[src/rtl/crc64_pkg.sv]
// crc64_pkg: shared constants and state type for the CRC-64 link agent
package crc64_pkg;

   localparam logic [63:0] CRC64_POLY    = 64'h42F0E1EBA9EA3693;
   localparam int          FRAME_BYTES   = 15;
   localparam int          PAYLOAD_BYTES = 7;
   localparam logic [7:0]  STATUS_OK     = 8'h00;

   typedef enum logic [1:0] {
      IDLE,
      TX,
      RX,
      RESULT
   } state_t;

endpackage

[src/rtl/crc64_byte_update.sv]
// crc64_byte_update: one byte of CRC-64/ECMA-182, MSB-first, no reflection
module crc64_byte_update
   import crc64_pkg::*;
(
   input  logic [63:0] crc_in,
   input  logic [7:0]  byte_in,
   output logic [63:0] crc_out
);

   logic [63:0] c;

   // eight unrolled shift/xor steps with the byte folded into the top bits
   always_comb begin
      c = crc_in ^ {byte_in, 56'h0};
      for (int i = 0; i < 8; i++)
         c = c[63] ? ({c[62:0], 1'b0} ^ CRC64_POLY) : {c[62:0], 1'b0};
      crc_out = c;
   end

endmodule

[src/rtl/crc64_link_agent.sv]
// crc64_link_agent: sends a command frame with CRC-64 and checks the response frame
module crc64_link_agent
   import crc64_pkg::*;
#(
   parameter int         TIMEOUT_CYCLES = 1024,
   parameter logic [7:0] HEADER_BYTE    = 8'h11
) (
   input  logic        clk,
   input  logic        rst_n,
   input  logic        valid_a,
   input  logic [55:0] data_a,
   input  logic        select_signal,
   output logic        tx_valid,
   output logic [7:0]  tx_data,
   input  logic        tx_ready,
   input  logic        rx_valid,
   input  logic [7:0]  rx_data,
   output logic        o_pass,
   output logic        o_fail,
   output logic        o_false,
   output logic        busy
);

   localparam int TW = $clog2(TIMEOUT_CYCLES + 1);

   state_t        state, state_nxt;
   logic          prev_valid;
   logic          accept;
   logic          hs;
   logic          last_byte;
   logic          payload_phase;
   logic          timeout_hit;
   logic          bad;
   logic          hdr_bad;
   logic          to_flag;
   logic [55:0]   data_r;
   logic [63:0]   crc, crc_next;
   logic [7:0]    crc_byte;
   logic [7:0]    status;
   logic [3:0]    cnt;
   logic [TW-1:0] timer, timer_inc;

   assign accept        = (state == IDLE) && valid_a && !prev_valid && !select_signal;
   assign hs            = tx_valid && tx_ready;
   assign last_byte     = cnt == 4'(FRAME_BYTES - 1);
   assign payload_phase = cnt < 4'(PAYLOAD_BYTES);
   assign timer_inc     = timer + TW'(1);
   assign timeout_hit   = !rx_valid && (timer_inc == TW'(TIMEOUT_CYCLES));
   // the single CRC engine sees the outgoing payload byte in TX and the incoming byte otherwise
   assign crc_byte      = (state == TX) ? data_r[55:48] : rx_data;

   crc64_byte_update u_crc (
      .crc_in (crc),
      .byte_in(crc_byte),
      .crc_out(crc_next)
   );

   // state register
   always_ff @(posedge clk or negedge rst_n) begin
      if (!rst_n)
         state <= IDLE;
      else
         state <= state_nxt;
   end

   // next-state logic
   always_comb begin
      state_nxt = state;
      case (state)
         IDLE:    state_nxt = accept ? TX : IDLE;
         TX:      state_nxt = (hs && last_byte) ? RX : TX;
         RX:      state_nxt = ((rx_valid && last_byte) || timeout_hit) ? RESULT : RX;
         RESULT:  state_nxt = IDLE;
         default: state_nxt = IDLE;
      endcase
   end

   // datapath: command latch, CRC accumulation/shift-out, byte counter, timer and response flags
   always_ff @(posedge clk or negedge rst_n) begin
      if (!rst_n) begin
         prev_valid <= 1'b0;
         data_r     <= '0;
         crc        <= '0;
         cnt        <= '0;
         timer      <= '0;
         hdr_bad    <= 1'b0;
         to_flag    <= 1'b0;
         status     <= '0;
      end else begin
         prev_valid <= valid_a;
         if (accept) begin
            data_r  <= data_a;
            crc     <= '0;
            cnt     <= '0;
            timer   <= '0;
            hdr_bad <= 1'b0;
            to_flag <= 1'b0;
            status  <= '0;
         end else if (state == TX && hs) begin
            cnt   <= last_byte ? 4'd0 : cnt + 4'd1;
            timer <= '0;
            if (payload_phase) begin
               data_r <= data_r << 8;
               crc    <= crc_next;
            end else begin
               crc <= last_byte ? 64'h0 : crc << 8;
            end
         end else if (state == RX) begin
            if (rx_valid) begin
               crc   <= crc_next;
               cnt   <= cnt + 4'd1;
               timer <= '0;
               if (cnt == 4'd0)
                  hdr_bad <= rx_data != HEADER_BYTE;
               if (cnt == 4'd1)
                  status <= rx_data;
            end else begin
               timer <= timer_inc;
               if (timeout_hit)
                  to_flag <= 1'b1;
            end
         end
      end
   end

   // outputs: TX byte mux and the one-hot verdict during RESULT
   always_comb begin
      busy     = state != IDLE;
      tx_valid = state == TX;
      tx_data  = !tx_valid ? 8'h00 : payload_phase ? data_r[55:48] : crc[63:56];
      bad      = to_flag || (crc != 64'h0) || hdr_bad;
      o_false  = (state == RESULT) && bad;
      o_fail   = (state == RESULT) && !bad && (status != STATUS_OK);
      o_pass   = (state == RESULT) && !bad && (status == STATUS_OK);
   end

endmodule

[config.mk]
export PLATFORM = sky130hd
export DESIGN_NAME = crc64_link_agent
export DESIGN_NICKNAME = d
export VERILOG_FILES = /design/src/rtl/crc64_pkg.sv /design/src/rtl/crc64_byte_update.sv /design/src/rtl/crc64_link_agent.sv
export SDC_FILE = /design/constraint.sdc
export NUM_CORES = 1
export LEC_CHECK = 0
export CORE_MARGIN = 1.5
export CORE_UTILIZATION = 50
export CTS_BUF_LIST = sky130_fd_sc_hd__clkbuf_2 sky130_fd_sc_hd__clkbuf_4 sky130_fd_sc_hd__clkbuf_8
export DETAILED_ROUTE_END_ITERATION = 6
export HOLD_SLACK_MARGIN = 0.06
export PLACE_DENSITY = 0.74
export SYNTH_ARGS = -nofsm -noshare
export SYNTH_HDL_FRONTEND = slang
export SYNTH_HIERARCHICAL = 1
export SYNTH_SLANG_ARGS = --single-unit
[constraint.sdc]
create_clock -name clk -period 2.8 [get_ports clk]
set_input_delay 0.42 -clock clk [delete_from_list [all_inputs] [get_ports clk]]
set_output_delay 0.42 -clock clk [all_outputs]
set_load 0.01 [all_outputs]
Word level (Yosys, flattened, before mapping) --
Cells that the tools add are included.
Storage, ports and cells: register bits 148, input bits 70
Operators by class: $add $sub $neg 2, order comparisons 1, eq/ne operators 9, muxes and demuxes 48, bitwise logic cells 9, reductions and logical operators 39
Operators by type and width (number):
- 63-bit 2-to-1 mux | 8
- 64-bit 2-to-1 mux | 6
- 33-bit NOT | 8
- 56-bit 2-to-1 mux | 3
- 8-bit 2-to-1 mux | 8
- 64-bit nonzero test | 1
- 64-bit XOR | 1
- 11-bit 2-to-1 mux | 4
- 4-bit 2-to-1 mux | 5
- 2-bit nonzero test | 8
- 1-bit logical AND | 12
- 1-bit 2-to-1 mux | 12
- 4-bit AND reduction | 3
- 11-bit by 1-bit adder with 11-bit output (second input constant) | 1
- 11-bit equality test (second input constant) | 1
- 8-bit zero test | 1
- 8-bit by 5-bit inequality test with 1-bit output (second input constant) | 1
- 2-bit one-hot mux with 4 select lines | 1
- 8-bit nonzero test | 1
- 3-bit nonzero test | 2
- 4-bit by 1-bit adder with 4-bit output (second input constant) | 1
- 2-bit equality test (second input constant) | 2
- 4-bit by 1-bit equality test with 1-bit output (second input constant) | 1
- 4-bit equality test (second input constant) | 1
- other kinds (10) | 16

Depth between registers and ports, before layout --
Gate-level depths: netlist (run 1).
depth in word-level cells 23, mapped depth 12, depth with buffers taken out 10

Hierarchy --
Netlist (run 1), hierarchy kept.
By module, submodules not included:
- crc64_link_agent | instances 1, cells each 865, area each 7240.7 µm²
- crc64_byte_update | instances 1, cells each 143, area each 1516.5 µm²

Worst setup path before layout (run 1) --
No wires, ideal clock.
kind register to register, start register with a tool-made name, end register crc[39], data arrival time 2681 ps, required time 2667 ps, slack -14 ps, cell stages (with the launch flop) 13, path buffers 3, clock period less this slack 2814 ps, cell sequence dfrtp_1 > nand2b_1 > buf_2 > buf_1 > nand2_1 > nand2_1 > xnor2_1 > buf_2 > xnor3_1 > xnor3_1 > xnor2_1 > a22oi_1 > o21ai_0
RTL lines:
- end signal: assignment | RTL line crc64_link_agent.sv:104 | crc <= crc_next;
- end signal: assignment | RTL line crc64_link_agent.sv:106 | crc <= last_byte ? 64'h0 : crc << 8;
- end signal: assignment | RTL line crc64_link_agent.sv:110 | crc <= crc_next;
- end: declaration | RTL line crc64_link_agent.sv:37 | logic [63:0] crc, crc_next;

Worst setup path after layout (run 1) --
start register crc[61], end output o_fail
Between the ends: longest elaborated chain between the ends 6
RTL lines:
- 64-bit nonzero test | RTL line crc64_link_agent.sv:131 | bad = to_flag || (crc != 64'h0) || hdr_bad;
- 1-bit logical OR (2 in a row) | RTL line crc64_link_agent.sv:131
- 1-bit zero test | RTL line crc64_link_agent.sv:133 | o_fail = (state == RESULT) && !bad && (status != STATUS_OK);
- 1-bit logical AND (2 in a row) | RTL line crc64_link_agent.sv:133
- end: declaration | RTL line crc64_link_agent.sv:19 | output logic o_fail,
No other way between the ends.

==> results of run 1 <==
-- cell type report --
cell class,count,area [um2]
fill,1454,6360
multi-input combinational,790,4900
sequential,148,3700
timing repair buffer,163,1550
tap,225,282
clock buffer,17,234
clock inverter,15,119
inverter,5,21.3
-- placed cells by master, fill, tap and decap left out, types with 2 or more instances in the layout --
master             n
o21ai_1           21
nand2_2            2
xor2_1            19
a31oi_1           51
clkinv_2           3
o21ai_0           58
and3_1             3
o31ai_1           16
a21oi_1           29
ha_1               6
buf_12             8
xor2_2             3
nor2_1            79
xnor2_2            7
nor4b_1            4
a22o_1             9
dlymetal6s2s_1     7
xnor3_1            5
clkbuf_8          17
nand2_1          259
clkdlybuf4s50_1   71
nand2b_1           3
inv_1              4
dfrtp_1          147
clkinvlp_4         3
nor2_2             2
xnor3_2            4
nor4_1            12
nor3_1             3
a22oi_1           40
nand4_1           10
or3_1              3
inv_6              7
nand3_1            8
nor4_2             6
xnor2_4            5
buf_4             71
xnor2_1           99
buf_6              2
-- what timing repair did --
| action | 4_1_cts | 5_1_grt |
|---|---|---|
| pin swaps | 1 | 5 |
| endpoints found under the hold margin | 44 | 0 |
| setup endpoints to repair | 13 | 34 |
| hold buffers | 1 | 0 |
| gates resized for setup | 8 | 29 |
| buffers inserted | 0 | 3 |
-- worst max-delay path, stage by stage (launching register included) --
cell	delay, ps
dfrtp_1	400
nor4_1	390
nand4_1	190
nor3_2	180
buf_4	160
nand4_1	120
a21oi_1	170
clkdlybuf4s15_1	260
-- metrics by stage --
step                cells  hold slack [ps]  instance area, um2
finish               1363              446               10800
global route         1363              479               10800
CTS                  1360              449               10700
detailed placement   1327              380               10300
global placement     1327              381               10300
floorplan            1008              124                8760
-- sequential cells by signal (all words and copies together), names as in the netlist, named ones only --
signal / cells
cnt: 4
crc: 64
data_r: 56
hdr_bad: 1
prev_valid: 1
state: 1
status: 8
timer: 11
to_flag: 1
-- kinds of logic after synthesis --
logic type               after synthesis  synth area share [%]
AO/OA/AOI/OAI                        234                  16.5
multiplexers                           1                 0.114
adder cells (fa/ha/maj)                6                 0.857
buffers and inverters                 70                  3.46
flip-flops                           148                  42.3
AND/OR/NAND/NOR                      405                  19.3
XOR/XNOR                             144                  17.5
-- worst max path at each step --
stage,slack (ps),startpoint,cells past startpoint,endpoint
after floorplan,-5,flop,11,crc[62]$_DFFE_PN0P_
after global placement,20,rx_data[1],10,crc[48]$_DFFE_PN0P_
after detailed placement,-90,rx_data[7],9,crc[47]$_DFFE_PN0P_
after CTS,3,cnt[0]$_DFFE_PN0P_,6,tx_data[1]
after global routing,-60,crc[56]$_DFFE_PN0P_,7,o_fail
final,50,crc[61]$_DFFE_PN0P_,7,o_fail
-- routing by layer --
metal / routed length [um] / up-vias
li1: - / 3691
met1: 10300 / 3728
met2: 11200 / 231
met3: 1340 / 42
met4: 671 / 0
met5: 0 / -
==> results.md, run 1 <==
* Syn Area/Cell at 8.69 um2
* Die H at 135 um
* Post-synthesis net count at around 1100
* Area delta synth->final at 23.5%
* Fin util at approximately 63%
* Routed WL per cell at ~17 um
* # IOs at slightly above 80
* Top cells by count, synth: nand2_1, dfrtp_1, xnor2_1, nor2_1, o21ai_0
* Gr ovfl total at 0
* R2R cell count at 11
* CP Capture Type: output pin
* Clk pin slew, worst setup/hold paths at roughly 90 ps
* Clock Sinks at between 100 and 150
* Cells after synthesis at approximately 1000
* Crit Path Max Fanout at 2
* Post-DP HPWL at 16.8 mm
* Arrival @ worst endpoint at ~2300 ps
* # Max-Cap Violations at 0
* Row count at 48
* DIE WIDTH at ~140 um
* Detailed Route Iter0 Violations at about 650
* DR vias/cell at between 5 and 6
* Post-Syn Area at approximately 0.0088 mm2
* Number of flops mapped to enable cells by yosys at 0
* CTS tree: done
* # setup viols final at 0
* Grt met1 use at a little under two fifths
* Total core area at 0.0172 mm2
* Min Tclk post-route at 2750 ps
* Final setup TNS at 0 ps
* Yosys top cell by area: dfrtp_1
* Top FF cell, synth: dfrtp_1
* DP Worst Slack at -93.1 ps
* H-tree levels at 4
* Most frequent cell after synthesis: nand2_1
* Final WS setup at between 50 and 60 ps
* Clk_lat worst skew at 460 ps
* Max Clock Freq at ~0.36 GHz
* Drt first pass iters at 5
* Final Hold Fails at 0
* Wire length of the first global-routing pass at roughly 38 mm
* Synth top area cells: dfrtp_1, nand2_1, xnor2_1, a31oi_1, nor2_1
* Clock root buffer: clkbuf_8
* Outcome: completed
* Initial antenna violation count at 0
* Worst hold-check path type: in -> async
* Global Route met3 Usage at around 4.3%
* Largest net degree at the start of global routing at 97
* Grt met2 use at between 40% and 50%
* Synth unique cells at 50
* Starting Density at between 50% and 60%
* Tot GR Track Use at a little over a quarter
* Drt drc at 0
* FFs w/ async S/R, synth at between 90% and 100%
* Yosys Warn Count at 6
* Slew Viols, Final at 0
* Max Clock Skew at 13.0 ps
* Die Area at 0.0183 mm2
* Port Buf Inserts at ~80
* Critical setup path kind: reg -> out
* ANT nets after route at 0
* Required time of the critical path at between 2000 and 2500 ps
* Nets at around 1200
* Number of synthesized register bits at around 150
* Vias at a little under 8000
* Diode count at 0
* Share of post-route cells with drive strength above 1 at around 14%
* Vias in the first global route at between 7000 and 8000
* Clock tree buffer depth at 2
* RSZ-0062 raised after global routing: true
* Share of the synthesized area in the top cell type at a little over two fifths
* R2r endpoint: crc[14]$_DFFE_PN0P_
* R2R Setup Slk at approximately 90 ps
* Most Used Layer, Global Route: met2
* Final worst path period share at 98.2%
* Register area share after synthesis at between 40% and 50%
* Slew HR at about a quarter
* Worst-Margin Slew at 1100 ps
* Worst Setup Start Kind: flop
* Final WL at ~24 mm
* Num CTS Buffers at 17
* Gp weighted congestion at around 0.9
Power of run 1 is left out: the tool's default activity adds up to more than one toggle a clock period on the data nets, which glitch-free logic cannot reach.
==> run 2, diff against run 1 <==
--- a/config.mk
+++ b/config.mk
@@ -5,10 +5,12 @@
 export SDC_FILE = /design/constraint.sdc
 export NUM_CORES = 1
 export LEC_CHECK = 0
+export CORE_ASPECT_RATIO = 2
 export CORE_MARGIN = 1.5
 export CORE_UTILIZATION = 50
 export CTS_BUF_LIST = sky130_fd_sc_hd__clkbuf_2 sky130_fd_sc_hd__clkbuf_4 sky130_fd_sc_hd__clkbuf_8
 export DETAILED_ROUTE_END_ITERATION = 6
+export GPL_TIMING_DRIVEN = 0
 export HOLD_SLACK_MARGIN = 0.06
 export PLACE_DENSITY = 0.74
 export SYNTH_ARGS = -nofsm -noshare
==> run 2 against run 1 <==
Compared with the run above:
- the flow now finishes with violations (negative setup slack)
- utilization up 2.1 points
- die area grew 0.27%
- cell area up 3.3%
- fmax down 2.9%
- register-to-register slack got worse by 120 ps
- critical path depth rose by 5
- sequential share of layout area shrank 0.92 points
- first-iteration DRC count fell by 8.0%
- worst setup slack got worse by 83 ps
==> results.md, run 2 (synthesis gave the netlist of run 1 again) <==
* Outcome: finished, violations left
* Failing checks: negative setup slack
* Final WS setup at -31.6 ps
* Gr ovfl total at 0
* Top flop regs: crc (64), data_r (56), timer (11)
* Placed Area at approximately 0.01 mm2
* Crit Path Max Fanout at 10
* Arrival @ worst endpoint at approximately 3200 ps
* # IOs at 83
* Final worst path period share at 101%
* DIE WIDTH at between 90 and 100 um
* Worst hold-check path type: in -> async
* Total core area at around 0.017 mm2
* Row count at slightly below 70
* Critical path buffers and inverters at 3
* DR vias/cell at approximately 6
* RSZ-0062 raised after global routing: true
* Num CTS Buffers at 17
* Worst path cell trace: nand2b_1 > buf_4 > inv_6 > nand2_1 > nand2_4 > xor2_2 > xnor3_2 > buf_4 > xnor2_4 > xnor2_1 > a21oi_1 > o31ai_1
* Clock tree buffer depth at 2
* CTS tree: done
* Vias in the first global route at around 8600
* Slew HR at between 40% and 50%
* Final WL at around 29 mm
* Final Hold Fails at 0
* Port Buf Inserts at a little over 80
* Clock Sinks at roughly 150
* Slew Viols, Final at 0
* Clk pin slew, worst setup/hold paths at about 90 ps
* Critical setup path kind: reg -> reg
* Max Clock Skew at between 10 and 15 ps
* Die Area at 0.0184 mm2
* Cell mode on critical path: buf_4
* Max Clock Freq at 0.353 GHz
* ANT nets after route at 0
* Fin util at 65.0%
* Tot GR Track Use at between 30% and 40%
* Max reg flops at 64
* Post-DP HPWL at 20.4 mm
* Worst-Margin Slew at approximately 770 ps
* H-tree levels at 4
* CP delay by family, top: XOR/XNOR gates
* # setup viols final at 3
* CP Capture Type: flop
* Gp weighted congestion at approximately 0.90
* Die H at 190 um
* Crit-path slowest cell: xnor3_2
* Commonest non-fill, non-tap cell in the layout: nand2_1
* Area delta synth->final at 27.6%
* Commonest non-fill, non-tap cells in the layout: nand2_1, dfrtp_1, xnor2_1
* Clock root buffer: clkbuf_8
* Drt drc at 0
* Top reg by flops: crc
* Finished Cell Area at approximately 0.011 mm2
* Share of post-route cells with drive strength above 1 at between 10% and 20%
* Drt first pass iters at 5
* Required time of the critical path at roughly 3200 ps
* Detailed Route Iter0 Violations at between 600 and 700
* Largest net degree at the start of global routing at about 100
* Min Tclk post-route at approximately 2800 ps
* # Max-Cap Violations at 0
* Worst path max stage delay at roughly 530 ps
* Initial antenna violation count at 0
* Clk_lat worst skew at around 460 ps
* Nets at 1238
* Wire length of the first global-routing pass at 44.1 mm
* Diode count at 0
* Routed WL per cell at a little over 20 um
* Vias at between 8000 and 9000
* Worst Setup Start Kind: flop
* Starting Density at approximately half
run 2: cell types whose count changed in the layout (fill, tap and decap cells not counted), moves of 5 or more:
| cell | delta |
|---|---|
| xnor2_4 | +9 |
| dlymetal6s2s_1 | -6 |
| clkbuf_1 | +30 |
| clkdlybuf4s50_1 | +6 |
| buf_4 | -19 |
| dfrtp_1 | -17 |
| buf_1 | +5 |
| dfrtp_2 | +17 |
| buf_12 | -6 |
| buf_2 | +25 |
| xnor2_1 | -8 |
run 2: routing by layer:
metal  share of wire, %  up-vias  global-route usage [%]  routed length (um)
met2                 54      363                    56.7               15300
met5                  0        -                       0                   0
met1                 31     3994                    29.5                8900
met3                4.4      164                    6.35                1270
met4                 11        0                    30.2                3100
li1                   -     3759                       -                   -
run 2: worst paths after layout:
| check | start | endpoint | slack, ps | depth (start not counted) |
|---|---|---|---|---|
| worst max-delay path | flop | crc[23]$_DFFE_PN0P_ | -30 | 12 |
| worst min-delay path | rst_n | crc[19]$_DFFE_PN0P_ | 460 | 2 |
| worst max register to register | flop | crc[23]$_DFFE_PN0P_ | -30 | 12 |
| worst min register to register | data_r[7]$_DFFE_PN0P_ | data_r[7]$_DFFE_PN0P_ | 500 | 1 |
| max in group asynchronous | rst_n | state[0]$_DFF_PN0_ | 1420 | 3 |
| min in group clk | valid_a | prev_valid$_DFF_PN0_ | 460 | 1 |
run 2: per-stage QoR:
step | TNS, ps | hold WS, ps | std cells | setup slack (ps)
after global routing | -671 | 469 | 1385 | -113
after detailed placement | -16110 | 392 | 1301 | -579
after CTS | -70.2 | 447 | 1368 | -70.2
after floorplan | -4.71 | 124 | 1008 | -4.71
after global placement | -708160 | 484 | 1300 | -4710
final | -75.6 | 458 | 1385 | -31.6
run 2: worst reg2reg max path, cell delays in order (launching register included):
cell      delay, ps
dfrtp_1         380
nand2b_1        140
buf_4           180
inv_6           100
nand2_1         110
nand2_4         130
xor2_2          170
xnor3_2         530
buf_4           200
xnor2_4         280
xnor2_1         180
a21oi_1         100
o31ai_1         250
run 2: what timing repair did:
item | in CTS | in global routing
hold buffers | 1 | 0
endpoints found under the setup margin | 61 | 45
buffers inserted | 34 | 18
resized for setup | 58 | 44
pin swaps | 17 | 20
hold endpoints to repair | 48 | 0
run 2: cell type report:
cell class	count	area, um2
Tap cell	210	263
Inverter	5	23.8
Clock inverter	13	149
Multi-Input combinational cell	790	5190
Buffer	64	297
Fill cell	1382	6010
Sequential cell	148	3730
Clock buffer	19	249
Timing Repair Buffer	136	1270
Power of run 2 is left out for the same reason.
==> run 3, diff against run 2 <==
--- a/config.mk
+++ b/config.mk
@@ -5,6 +5,7 @@
 export SDC_FILE = /design/constraint.sdc
 export NUM_CORES = 1
 export LEC_CHECK = 0
+export CAP_MARGIN = 25
 export CORE_ASPECT_RATIO = 2
 export CORE_MARGIN = 1.5
 export CORE_UTILIZATION = 50
==> results of run 3 <==
Final layout, timing and power as in run 2 (identical DEF).
Power of run 3 is left out for the same reason.
